[config.mk]
export PLATFORM = sky130hd
export DESIGN_NAME = uart_fifo_mmio
export DESIGN_NICKNAME = d
export VERILOG_FILES = /design/src/rtl/uart_mmio_pkg.sv /design/src/rtl/uart_fifo_mmio_sync_fifo.sv /design/src/rtl/uart_fifo_mmio.sv
export SDC_FILE = /design/constraint.sdc
export NUM_CORES = 1
export LEC_CHECK = 0
export BUFFER_PORTS_ARGS = -buffer_cell sky130_fd_sc_hd__clkbuf_2
export CORE_AREA = 2 2 155 157
export DETAILED_ROUTE_END_ITERATION = 8
export DIE_AREA = 0 0 157 159
export GPL_TIMING_DRIVEN = 0
export PLACE_DENSITY = 0.82
export SLEW_MARGIN = 5
export SYNTH_ARGS = -nofsm -noshare
export SYNTH_HDL_FRONTEND = slang
export SYNTH_SLANG_ARGS = --single-unit
[constraint.sdc]
create_clock -name clk -period 4.6 [get_ports clk]
set_clock_uncertainty 0.05 [all_clocks]
set_input_delay 0.23 -clock clk [delete_from_list [all_inputs] [get_ports clk]]
set_output_delay 0.23 -clock clk [all_outputs]
set_load 0.05 [all_outputs]
[src/rtl/uart_mmio_pkg.sv]
// Shared definitions for the buffered UART register block:
// register offsets, STAT/CTRL bit positions and FSM encodings.
package uart_mmio_pkg;

    localparam logic [1:0] REG_STAT  = 2'd0;
    localparam logic [1:0] REG_DATA  = 2'd1;
    localparam logic [1:0] REG_CTRL  = 2'd2;
    localparam logic [1:0] REG_LEVEL = 2'd3;

    localparam int STAT_RX_NE    = 0;
    localparam int STAT_TX_NF    = 1;
    localparam int STAT_RX_FULL  = 3;
    localparam int STAT_TX_EMPTY = 4;
    localparam int STAT_TX_OVR   = 5;
    localparam int STAT_RX_OVR   = 6;
    localparam int STAT_IRQ      = 7;

    localparam int CTRL_RXIE  = 0;
    localparam int CTRL_TXIE  = 1;
    localparam int CTRL_FLUSH = 7;

    typedef enum logic {
        RX_IDLE = 1'b0,
        RX_ACK  = 1'b1
    } rx_state_e;

    typedef enum logic {
        TX_IDLE = 1'b0,
        TX_SEND = 1'b1
    } tx_state_e;

endpackage

[src/rtl/uart_fifo_mmio_sync_fifo.sv]
// Single-clock FIFO with flush; push and pop may share a cycle,
// and a push into a full FIFO is only accepted alongside a pop.
module sync_fifo #(
    parameter int WIDTH = 8,
    parameter int DEPTH = 16
) (
    input  logic                       clk,
    input  logic                       reset_n,
    input  logic                       push,
    input  logic                       pop,
    input  logic                       flush,
    input  logic [WIDTH-1:0]           din,
    output logic                       full,
    output logic                       empty,
    output logic [$clog2(DEPTH):0]     count,
    output logic [WIDTH-1:0]           head
);

    localparam int AW = $clog2(DEPTH);

    logic [WIDTH-1:0] mem_q [DEPTH];
    logic [AW-1:0]    wr_ptr_q, wr_ptr_d;
    logic [AW-1:0]    rd_ptr_q, rd_ptr_d;
    logic [AW:0]      count_q, count_d;
    logic             do_push;
    logic             do_pop;

    assign full    = (count_q == (AW+1)'(DEPTH));
    assign empty   = (count_q == '0);
    assign count   = count_q;
    assign head    = mem_q[rd_ptr_q];
    assign do_pop  = pop & ~flush & ~empty;
    assign do_push = push & ~flush & (~full | do_pop);

    // Pointer/count next state; flush overrides any push or pop.
    always_comb begin
        wr_ptr_d = wr_ptr_q;
        rd_ptr_d = rd_ptr_q;
        count_d  = count_q;
        if (flush) begin
            wr_ptr_d = '0;
            rd_ptr_d = '0;
            count_d  = '0;
        end else begin
            if (do_push) wr_ptr_d = wr_ptr_q + 1'b1;
            if (do_pop)  rd_ptr_d = rd_ptr_q + 1'b1;
            if (do_push && !do_pop)
                count_d = count_q + 1'b1;
            else if (!do_push && do_pop)
                count_d = count_q - 1'b1;
        end
    end

    // Pointer and occupancy registers.
    always_ff @(posedge clk or negedge reset_n) begin
        if (!reset_n) begin
            wr_ptr_q <= '0;
            rd_ptr_q <= '0;
            count_q  <= '0;
        end else begin
            wr_ptr_q <= wr_ptr_d;
            rd_ptr_q <= rd_ptr_d;
            count_q  <= count_d;
        end
    end

    // Storage array; contents behind the pointers need no reset.
    always_ff @(posedge clk) begin
        if (do_push) mem_q[wr_ptr_q] <= din;
    end

endmodule

[src/rtl/uart_fifo_mmio.sv]
// Buffered UART register block: RX/TX FIFOs between the CPU bus
// and the uart_rx/uart_tx byte engines, with a level interrupt.
module uart_fifo_mmio
    import uart_mmio_pkg::*;
#(
    parameter int RX_DEPTH = 16,
    parameter int TX_DEPTH = 16
) (
    input  logic       clk,
    input  logic       reset_n,
    input  logic [1:0] sel,
    input  logic       rd_stb,
    input  logic       wr_stb,
    input  logic [7:0] wdata,
    output logic [7:0] rdata,
    output logic       irq_n,
    input  logic [7:0] rx_data,
    input  logic       rx_data_ready,
    output logic       rx_clear,
    output logic [7:0] tx_data,
    output logic       tx_send,
    input  logic       tx_ready
);

    localparam int RAW = $clog2(RX_DEPTH);
    localparam int TAW = $clog2(TX_DEPTH);

    rx_state_e  rx_state_q, rx_state_d;
    tx_state_e  tx_state_q, tx_state_d;
    logic [7:0] tx_data_q, tx_data_d;
    logic       rxie_q, rxie_d;
    logic       txie_q, txie_d;
    logic       rx_ovr_q, rx_ovr_d;
    logic       tx_ovr_q, tx_ovr_d;
    logic       irq_n_q;

    logic         rx_push, rx_pop, rx_full, rx_empty;
    logic         tx_push, tx_pop, tx_full, tx_empty;
    logic [RAW:0] rx_count;
    logic [TAW:0] tx_count;
    logic [7:0]   rx_head, tx_head;
    logic         wr_stat, wr_data, wr_ctrl, rd_data;
    logic         flush, irq_pend;

    assign wr_stat = wr_stb & (sel == REG_STAT);
    assign wr_data = wr_stb & (sel == REG_DATA);
    assign wr_ctrl = wr_stb & (sel == REG_CTRL);
    assign rd_data = rd_stb & (sel == REG_DATA);
    assign flush   = wr_ctrl & wdata[CTRL_FLUSH];
    assign rx_pop  = rd_data & ~rx_empty;
    assign tx_push = wr_data;

    sync_fifo #(.WIDTH(8), .DEPTH(RX_DEPTH)) u_rx_fifo (
        .clk     (clk),
        .reset_n (reset_n),
        .push    (rx_push),
        .pop     (rx_pop),
        .flush   (flush),
        .din     (rx_data),
        .full    (rx_full),
        .empty   (rx_empty),
        .count   (rx_count),
        .head    (rx_head)
    );

    sync_fifo #(.WIDTH(8), .DEPTH(TX_DEPTH)) u_tx_fifo (
        .clk     (clk),
        .reset_n (reset_n),
        .push    (tx_push),
        .pop     (tx_pop),
        .flush   (flush),
        .din     (wdata),
        .full    (tx_full),
        .empty   (tx_empty),
        .count   (tx_count),
        .head    (tx_head)
    );

    // RX handshake: take one byte per rx_data_ready pulse.
    always_comb begin
        rx_state_d = rx_state_q;
        rx_push    = 1'b0;
        unique case (rx_state_q)
            RX_IDLE: begin
                if (rx_data_ready) begin
                    rx_push    = 1'b1;
                    rx_state_d = RX_ACK;
                end
            end
            RX_ACK: begin
                if (!rx_data_ready) rx_state_d = RX_IDLE;
            end
            default: rx_state_d = RX_IDLE;
        endcase
    end

    // TX handshake: launch the head byte when the engine is ready.
    always_comb begin
        tx_state_d = tx_state_q;
        tx_data_d  = tx_data_q;
        tx_pop     = 1'b0;
        unique case (tx_state_q)
            TX_IDLE: begin
                if (!tx_empty && tx_ready && !flush) begin
                    tx_pop     = 1'b1;
                    tx_data_d  = tx_head;
                    tx_state_d = TX_SEND;
                end
            end
            TX_SEND: begin
                if (!tx_ready) tx_state_d = TX_IDLE;
            end
            default: tx_state_d = TX_IDLE;
        endcase
    end

    // Control bits and sticky overflow flags; flush clears last.
    always_comb begin
        rxie_d   = rxie_q;
        txie_d   = txie_q;
        rx_ovr_d = rx_ovr_q;
        tx_ovr_d = tx_ovr_q;
        if (wr_ctrl) begin
            rxie_d = wdata[CTRL_RXIE];
            txie_d = wdata[CTRL_TXIE];
        end
        if (rx_push && rx_full && !rx_pop) rx_ovr_d = 1'b1;
        if (tx_push && tx_full && !tx_pop) tx_ovr_d = 1'b1;
        if (wr_stat && wdata[STAT_RX_OVR]) rx_ovr_d = 1'b0;
        if (wr_stat && wdata[STAT_TX_OVR]) tx_ovr_d = 1'b0;
        if (flush) begin
            rx_ovr_d = 1'b0;
            tx_ovr_d = 1'b0;
        end
    end

    assign irq_pend = (rxie_q & ~rx_empty)
                    | (txie_q & tx_empty & (tx_state_q == TX_IDLE));

    // State, control and interrupt registers.
    always_ff @(posedge clk or negedge reset_n) begin
        if (!reset_n) begin
            rx_state_q <= RX_IDLE;
            tx_state_q <= TX_IDLE;
            tx_data_q  <= '0;
            rxie_q     <= 1'b0;
            txie_q     <= 1'b0;
            rx_ovr_q   <= 1'b0;
            tx_ovr_q   <= 1'b0;
            irq_n_q    <= 1'b1;
        end else begin
            rx_state_q <= rx_state_d;
            tx_state_q <= tx_state_d;
            tx_data_q  <= tx_data_d;
            rxie_q     <= rxie_d;
            txie_q     <= txie_d;
            rx_ovr_q   <= rx_ovr_d;
            tx_ovr_q   <= tx_ovr_d;
            irq_n_q    <= ~irq_pend;
        end
    end

    // Read mux; DATA shows 0x00 rather than stale storage when empty.
    always_comb begin
        rdata = '0;
        unique case (sel)
            REG_STAT: begin
                rdata[STAT_IRQ]      = irq_pend;
                rdata[STAT_RX_OVR]   = rx_ovr_q;
                rdata[STAT_TX_OVR]   = tx_ovr_q;
                rdata[STAT_TX_EMPTY] = tx_empty;
                rdata[STAT_RX_FULL]  = rx_full;
                rdata[STAT_TX_NF]    = ~tx_full;
                rdata[STAT_RX_NE]    = ~rx_empty;
            end
            REG_DATA: rdata = rx_empty ? 8'h00 : rx_head;
            REG_CTRL: begin
                rdata[CTRL_RXIE] = rxie_q;
                rdata[CTRL_TXIE] = txie_q;
            end
            REG_LEVEL: rdata = 8'(rx_count);
        endcase
    end

    assign rx_clear = (rx_state_q == RX_ACK);
    assign tx_send  = (tx_state_q == TX_SEND);
    assign tx_data  = tx_data_q;
    assign irq_n    = irq_n_q;

endmodule
==> Word level (Yosys, flattened, before mapping) <==
Memory sizes are Yosys's and may differ from the RTL's. A register that Yosys moved wholly into a read port is not among the register bits.
Index checks and enable logic that the tools add are counted.
{ "classes": {"n_addsub": 8, "eq_ne": 5, "n_mux": 34, "bitwise_logic": 27, "reduce_logical": 33} }
{ "op_table": {"columns": ["operator", "count"], "rows": [
  ["4-bit two-way mux", 8],
  ["5-bit two-way mux", 6],
  ["1-bit AND", 17],
  ["4-bit by 1-bit adder with 4-bit output, second input constant", 4],
  ["1-bit two-way mux", 15],
  ["5-bit case mux with 3 select lines", 1],
  ["1-bit logical AND", 12],
  ["3-bit nonzero test", 4],
  ["5-bit by 1-bit adder with 5-bit output, second input constant", 2],
  ["5-bit == test, second input constant", 2],
  ["5-bit zero test", 2],
  ["5-bit by 1-bit subtractor with 5-bit output, second input constant", 2],
  ["1-bit zero test", 9],
  ["8-bit two-way mux", 1],
  ["2-bit case mux with 4 select lines", 1],
  ["2-bit nonzero test", 4],
  ["1-bit inverter", 7],
  ["2-bit == test, second input constant", 2],
  ["1-bit case mux with 2 select lines", 2],
  ["1-bit bitwise OR", 3],
  ["2-bit by 1-bit == test with 1-bit output, second input constant", 1],
  ["2-bit zero test", 1],
  ["2-bit AND reduction", 1]
]} }
{ "totals": {"register_bits": 33, "ramBits": 256, "input_bits": 24, "word_cells": 122, "memories": 2} }
{ "mem_list": {"columns": ["memory", "words", "width", "rd", "rd_ports_with_merged_regs", "wr", "line_no", "rtl"], "rows": [
  ["u_rx_fifo.mem_q", 16, 8, 1, 0, 1, "uart_fifo_mmio_sync_fifo.sv:21", "logic [WIDTH-1:0] mem_q [DEPTH];"],
  ["u_tx_fifo.mem_q", 16, 8, 1, 1, 1, "uart_fifo_mmio_sync_fifo.sv:21", null]
]} }

==> Longest topological paths before layout <==
Gate-level depths: netlist of run 1.
{ "depth": {"depth_word": 16, "mapped_depth": 12, "ltp_nobuf": 10} }

==> Cells and area by module <==
Synthesis of run 1 repeated with hierarchy kept, for this count alone.
{ "unflattened": {"hier_cells": 784, "hier_area_um2": 12710.9} }
{ "modules_own_cells": {"columns": ["mod", "instances", "cells_each", "area_per_inst_um2", "seq_area_each_um2"], "rows": [
  ["sync_fifo", 2, 351, 5929.4, 4169.0],
  ["uart_fifo_mmio", 1, 82, 852.1, 376.6]
]} }

==> Least setup slack after synthesis of run 1 <==
OpenSTA, ideal clock, no wires.
{ "synth_timing": {"path_kind": "flip-flop to flip-flop", "start": "register u_tx_fifo.count_q[1] (netlist: u_tx_fifo.count[1])", "end": "register u_tx_fifo.count_q[4] (netlist: u_tx_fifo.count[4])", "setup_ns": 0.136, "arrival_ns": 3.034, "required_ns": 4.414, "setup_slack_ns": 1.379, "path_stages_with_launch": 11, "period_less_slack_ns": 3.221, "cell_sequence": "dfrtp_1 nor4_4 a211o_1 clkbuf_1 nand3_1 fa_1 a21o_1 a21oi_1 mux2_2 mux2i_1 a21oi_1"} }
{ "synth_via": {"elab_chain_len": 13, "word_cells_on_any_way": 23} }
{ "synth_lines": {"columns": ["item", "line_no", "rtl"], "rows": [
  ["from (decl)", "uart_fifo_mmio_sync_fifo.sv:24", "logic [AW:0] count_q, count_d;"],
  ["from (signal assigned)", "uart_fifo_mmio_sync_fifo.sv:63", "count_q <= count_d;"],
  ["5-bit zero test", "uart_fifo_mmio_sync_fifo.sv:29", "assign empty = (count_q == '0);"],
  ["1-bit zero test", "uart_fifo_mmio.sv:104", "if (!tx_empty && tx_ready && !flush) begin"],
  ["1-bit logical AND (2 in series)", "uart_fifo_mmio.sv:104", null],
  ["1-bit two-way mux", "uart_fifo_mmio.sv:104", null],
  ["1-bit two-way mux", "uart_fifo_mmio.sv:102", "unique case (tx_state_q)"],
  ["1-bit AND (2 in series)", "uart_fifo_mmio_sync_fifo.sv:32", "assign do_pop = pop & ~flush & ~empty;"],
  ["1-bit bitwise OR", "uart_fifo_mmio_sync_fifo.sv:33", "assign do_push = push & ~flush & (~full | do_pop);"],
  ["1-bit AND", "uart_fifo_mmio_sync_fifo.sv:33", null],
  ["1-bit logical AND / 1-bit zero test (equally long branches)", "uart_fifo_mmio_sync_fifo.sv:47, uart_fifo_mmio_sync_fifo.sv:49", null],
  ["5-bit two-way mux / 1-bit logical AND (equally long branches)", "uart_fifo_mmio_sync_fifo.sv:47, uart_fifo_mmio_sync_fifo.sv:49", null],
  ["5-bit two-way mux / 3-bit nonzero test (equally long branches)", null, null]
]} }
Several ways; a longest one is shown, not always the timed one. The select of a mux whose other input is x is not followed.
A chain may end at the register's enable or synchronous reset.

==> Worst setup path after layout of run 1 <==
Ends and elaborated chain as after synthesis.

==> results.md, run 1 <==
- Seq/Total Area, Yosys: 69.5%
- Max H-tree Level: 1
- Synth warn: 0
- Crit path launch: u_tx_fifo.count[1]
- Hpwl dp: 17.0 mm
- Worst-case clock buffer depth: 3
- Buffers plus inverters on the worst setup path: 1
- First-pass GRT wire length: 39.5 mm
- Crit. End Element: register
- Worst Path Required: 4.96 ns
- Vias in the first global route: 6820
- Most common cell on crit path: a21oi_1
- Main flop type after synthesis: edfxtp_1
- Setup Buffers After CTS: 0
- Die W: 157 µm
- Xor and xnor area share after synthesis: 0.977%
- Largest net degree at the start of global routing: 42
- Post-layout util: 61.4%
- Placed cell count: 1066
- Mapped cell area: 0.0125 mm²
- Synth top cells by count: edfxtp_1, dfrtp_1, mux4_2
- CTS Buf Count: 28
- Synth Area in Adders: 2.01%
- CP delay by family, top: compound AO/OA/AOI/OAI gates
- Vias per inst: 5.99
- GR Overflow Total: 0
- Critical Path AT: 4.26 ns
- RSZ-0062 raised after global routing: false
- DR pass1 iterations: 5
- Grt peak-use layer: met2
- # resized after CTS: 0
- Status: finished clean
- Initial antenna violation count: 0
- Worst-Margin Slew: 1.27 ns
- Cells after synthesis: 702
- Layout cells sized above 1: 22.5%
- Fin crit period: 3.90 ns
- Post-synth EDFFs: 256
- Drc violations: 0
- I/O Buffers: 41
- Fin cells: 1122
- Final Hold Viols: 0
- Netlist cell types: 64
- PD cells: 566 mW/mm²
- Max_cap viols: 0
- Fin nets: 824
- Period utilisation layout: 84.9%
- Main combinational cell family by area after synthesis: multiplexers
- Slew HR: 14.6%
- Syn Nets: 745
- Starting density of the core: 54.1%
- Reg2Reg Depth: 10
- Clock Sinks: 297
- Met2 usage: 35.7%
- GPL Wtd Cong: 0.825
- Max incr delay on CP: 0.56 ns
- CTS Hold Bufs: 4
- Diode count: 0
- Vias post-DR: 6720
- Hold_sp: wdata[3]
- Core box area: 0.0232 mm²
- Setup CP Type: register to register
- Total power: 8.06 mW
- Count leader, synth: edfxtp_1
- Post-synthesis simple-gate area fraction: 5.77%
- GRT Overall Usage: 20.9%
- Setup TNS: 0 ns
- Grt met1 use: 28.2%
- Clock transition at path regs: 0.07 ns
- Initial DRC Count: 575
- CTS tree: done
- Post-DRT Antenna Nets: 0
- Worst reg2reg startpoint: u_tx_fifo.count[1]
- WP depth: 10
- Hold crit path type: primary input to register
- Cells on Worst Hold Path: 1
- Die Height: 159 µm
- Syn Area/Cell: 17.9 µm²
- Worst skew pair latency: 0.55 ns
- P_leak: 4.87 nW
- Seq cells post-synth: 297
- Synth Area in Compound Gates: 4.41%
- Wirelength per Cell: 23.0 µm
- Synth area leader: edfxtp_1
- Synth top area cells: edfxtp_1, dfrtp_1, mux4_2
- Die area: 0.0250 mm²
- Post-synth top area share: 61.3%
- Final Setup Violations: 0
- Worst-path fanout max: 10
- Root Buffer: clkbuf_16
- Area growth syn-to-layout: 13.6%
- Slowest CP cell: nor4_4
- Rows: 56
- Filler cells: 1631
- Maximum clock frequency: 256 MHz
- Io pins: 43
- Grt met3 use: 3.24%
- Asr flop ratio synth: 13.8%
- WL final: 25.8 mm
- Mux contribution to synthesized area: 15.2%
- Cells along the critical path: nor4_4 > a211o_1 > clkbuf_1 > nand3_1 > fa_1 > a21o_1 > a21oi_1 > mux2_2 > mux2i_1 > a21oi_1
- Maximum VDD drop: 0.354 mV
- Slew Viols, Final: 0
- CP startpoint kind: register
[per-layer routing]
metal / routed length [µm] / up-vias
met5: 0 / -
met4: 625 / 0
met3: 1510 / 56
met2: 13200 / 247
met1: 10500 / 3441
li1: - / 2976
[power breakdown]
| part | internal (mW) | total (mW) | leakage, nW | switching, mW |
|---|---|---|---|---|
| logic | 0.976 | 2.37 | 1.59 | 1.40 |
| registers | 3.14 | 3.31 | 2.82 | 0.171 |
| clock network | 1.41 | 2.38 | 0.468 | 0.966 |
| total | 5.53 | 8.06 | 4.87 | 2.53 |
[layout by cell type, fill, tap and decap left out, types with 7 or more instances in the layout]
master	netlist	final
a21oi_1	18	18
dfrtp_1	40	40
o21ai_0	7	7
nor3_2	0	7
clkbuf_2	1	42
ha_1	17	17
nand3_1	9	9
edfxtp_1	256	256
and2_1	14	14
o221ai_1	8	8
clkbuf_16	0	28
inv_1	17	17
nand2_1	35	35
clkbuf_1	15	19
buf_4	4	8
buf_2	12	12
mux4_1	20	20
mux2i_1	34	34
mux2_2	12	12
nor2_1	30	30
xor2_1	8	8
mux4_2	40	40
[cells by family after synthesis]
kind of cell	Yosys count
buffers and inverters	56
AO/OA/AOI/OAI	73
flip-flops	297
multiplexers	106
XOR/XNOR	14
adder cells (fa/ha/maj)	19
AND/OR/NAND/NOR	137
[area by class of cell]
| class | instances | area (µm²) | share of cell area, % |
|---|---|---|---|
| sequential | 297 | 8710 | 61.2 |
| multi-input combinational | 349 | 3610 | 25.4 |
| clock buffer | 36 | 771 | 5.41 |
| tap | 319 | 399 | 2.80 |
| timing repair buffer | 49 | 275 | 1.93 |
| buffer | 39 | 213 | 1.49 |
| clock inverter | 16 | 195 | 1.37 |
| inverter | 17 | 63.8 | 0.448 |
[final timing paths]
path	to	slack [ns]
max	u_tx_fifo.count[4]	0.70
min	u_tx_fifo.mem_q[9][3]	0.08
max reg2reg	u_tx_fifo.count[4]	0.70
min reg2reg	tx_data[4]	0.44
max in group asynchronous	u_rx_fifo.wr_ptr_q[1]	3.43
min in group asynchronous	u_rx_fifo.count[3]	0.38
[worst reg2reg max path: stages, from the launching register on]
cell and delay (ns):
dfrtp_1 0.46, nor4_4 0.56, a211o_1 0.33, clkbuf_1 0.47, nand3_1 0.33, fa_1 0.48, a21o_1 0.20, a21oi_1 0.30
mux2_2 0.37, mux2i_1 0.12, a21oi_1 0.08
[metrics by stage]
| stage | cell area [µm²] | hold WS, ns | worst slack (ns) |
|---|---|---|---|
| 2_1_floorplan | 12500 | -0.116 | 1.38 |
| 3_3_place_gp | 13100 | 0.315 | 0.815 |
| 3_5_place_dp | 13200 | 0.322 | 0.758 |
| 4_1_cts | 14200 | 0.0635 | 0.743 |
| 5_1_grt | 14200 | 0.0832 | 0.469 |
| 6_report | 14200 | 0.0819 | 0.697 |
[flip-flops by register name (all words and copies together), names as in the netlist]
signal / cells
irq_n: 1
rx_clear: 1
rx_ovr_q: 1
rxie_q: 1
tx_data: 8
tx_ovr_q: 1
tx_send: 1
txie_q: 1
u_rx_fifo.count: 5
u_rx_fifo.mem_q: 128
u_rx_fifo.rd_ptr_q: 4
u_rx_fifo.wr_ptr_q: 4
u_tx_fifo.count: 5
u_tx_fifo.mem_q: 128
u_tx_fifo.rd_ptr_q: 4
u_tx_fifo.wr_ptr_q: 4
Note: power is estimated with default switching activity, not from simulation.
==> run 2, diff against run 1 <==
- PLACE_DENSITY: 0.82 -> 0.85
- clock period: 4.6 -> 3.4 ns (I/O delays scaled with it)
==> results.md, run 2 (synthesis results as in run 1) <==
- Status: finished clean
- Largest net degree at the start of global routing: 42
- Setup CP Type: register to output pin
- CTS tree: done
- Filler cells: 1587
- GPL Wtd Cong: 0.897
- Area of the multi-input gates: 0.00363 mm²
- Slew HR: 23.5%
- P_leak: 4.86 nW
- Worst Path Required: 3.18 ns
- Fin crit period: 3.30 ns
- Area growth syn-to-layout: 13.4%
- Post-layout util: 61.3%
- CTS Buf Count: 29
- Clock transition at path regs: 0.06 ns
- Max H-tree Level: 1
- Post-DRT Antenna Nets: 0
- Grt peak-use layer: met2
- Commonest non-fill, non-tap cells in the layout: edfxtp_1, clkbuf_2, mux4_2, dfrtp_1, nand2_1
- Worst skew pair latency: 0.54 ns
- WHS: 0.0186 ns
- GR Overflow Total: 0
- Placed cell count: 1066
- Cells along the critical path: buf_4 > buf_4 > mux4_2 > nor2b_1 > a211oi_1 > a21oi_1 > a32o_1 > clkbuf_2
- Period utilisation layout: 96.9%
- Root Buffer: clkbuf_16
- Buffers plus inverters on the worst setup path: 3
- Max_cap viols: 0
- Most common cell on crit path: buf_4
- Diode count: 0
- DR pass1 iterations: 6
- Die Height: 159 µm
- Vias in the first global route: 6888
- Final Worst Setup Slack: 0.105 ns
- Final Hold Viols: 0
- Critical Path AT: 3.08 ns
- Commonest non-fill, non-tap cell in the layout: edfxtp_1
- Maximum clock frequency: 303 MHz
- Clock Sinks: 297
- CP delay by family, top: compound AO/OA/AOI/OAI gates
- Worst-path fanout max: 10
- Met2 usage: 35.3%
- RSZ-0062 raised after global routing: false
- Final Setup Violations: 0
- Seq. cell area: 0.00871 mm²
- Hpwl dp: 16.7 mm
- Hold crit path type: primary input to register
- I/O Buffers: 41
- Slowest CP cell: dfrtp_1
- Vias per inst: 6.06
- Rows: 56
- Initial DRC Count: 749
- CP startpoint kind: register
- Total power: 10.7 mW
- Vias post-DR: 6825
- Fin cells: 1127
- Crit. End Element: output pin
- Fin nets: 828
- Pre-CTS WS: -0.518 ns
- Drc violations: 0
- Starting density of the core: 54.1%
- Die W: 157 µm
- PD cells: 755 mW/mm²
- GRT Overall Usage: 21.1%
- Wirelength per Cell: 23.1 µm
- Io pins: 43
- Worst-Margin Slew: 1.15 ns
- Grt met3 use: 3.86%
- Initial antenna violation count: 0
- Worst-case clock buffer depth: 3
- Layout cells sized above 1: 22.5%
- Grt met1 use: 28.8%
- WL final: 26.0 mm
- Max incr delay on CP: 0.47 ns
- Die area: 0.0250 mm²
- Core box area: 0.0232 mm²
- Maximum VDD drop: 0.498 mV
- Slew Viols, Final: 0
- First-pass GRT wire length: 39.9 mm
-- run 2: power breakdown --
part           internal, mW  total (mW)  leakage [nW]  switching (mW)
Combinational          1.34        3.22          1.61            1.88
Clock                  1.73        3.02         0.429            1.29
Sequential             4.25        4.49          2.82           0.239
-- run 2: path summary, 6_finish.rpt --
path | cells past startpoint | slack [ns] | end | from
setup reg to reg | 10 | 0.21 | u_tx_fifo.count[4] | u_tx_fifo.count[0]
setup / recovery | 8 | 0.10 | rdata[2] | u_rx_fifo.rd_ptr_q[1]
max in group asynchronous | 2 | 2.25 | tx_data[2] | reset_n
hold / removal | 1 | 0.02 | u_rx_fifo.mem_q[2][7] | rx_data[7]
min in group asynchronous | 2 | 0.34 | u_rx_fifo.rd_ptr_q[0] | reset_n
hold reg to reg | 2 | 0.45 | tx_data[3] | tx_data[3]
-- run 2: area by class of cell --
| cell class | count | share of cell area [%] |
|---|---|---|
| buffer | 38 | 1.47 |
| clock buffer | 40 | 5.39 |
| multi-input combinational | 349 | 25.5 |
| inverter | 17 | 0.449 |
| timing repair buffer | 53 | 2.16 |
| sequential | 297 | 61.3 |
| clock inverter | 14 | 0.897 |
| tap | 319 | 2.81 |
-- run 2: per-layer routing --
layer / routed length, µm / vias to the layer above
li1: - / 2982
met1: 10300 / 3487
met2: 13200 / 289
met3: 1800 / 67
met4: 697 / 0
met5: 0 / -
-- run 2: worst reg2reg max path, stage by stage, from the launching register on --
cell and delay, ns:
dfrtp_1 0.46, nor4_4 0.27, buf_4 0.20, a211o_4 0.27, nand3_1 0.24, fa_1 0.48
a21o_1 0.19, a21oi_1 0.29, mux2_2 0.38, mux2i_1 0.13, a21oi_1 0.08
-- run 2: timing repair --
action / in CTS / in global routing
hold buffers: 5 / 0
setup buffers: 1 / 2
pin swaps: 1 / 1
setup endpoints to repair: 2 / 2
hold endpoints to repair: 52 / 0
resized for setup: 2 / 1
-- run 2: metrics by stage --
stage          setup TNS [ns]  area, µm²
3_3_place_gp           -0.425      13100
4_1_cts                     0      14200
2_1_floorplan               0      12500
5_1_grt                     0      14200
6_report                    0      14200
3_5_place_dp           -0.531      13200
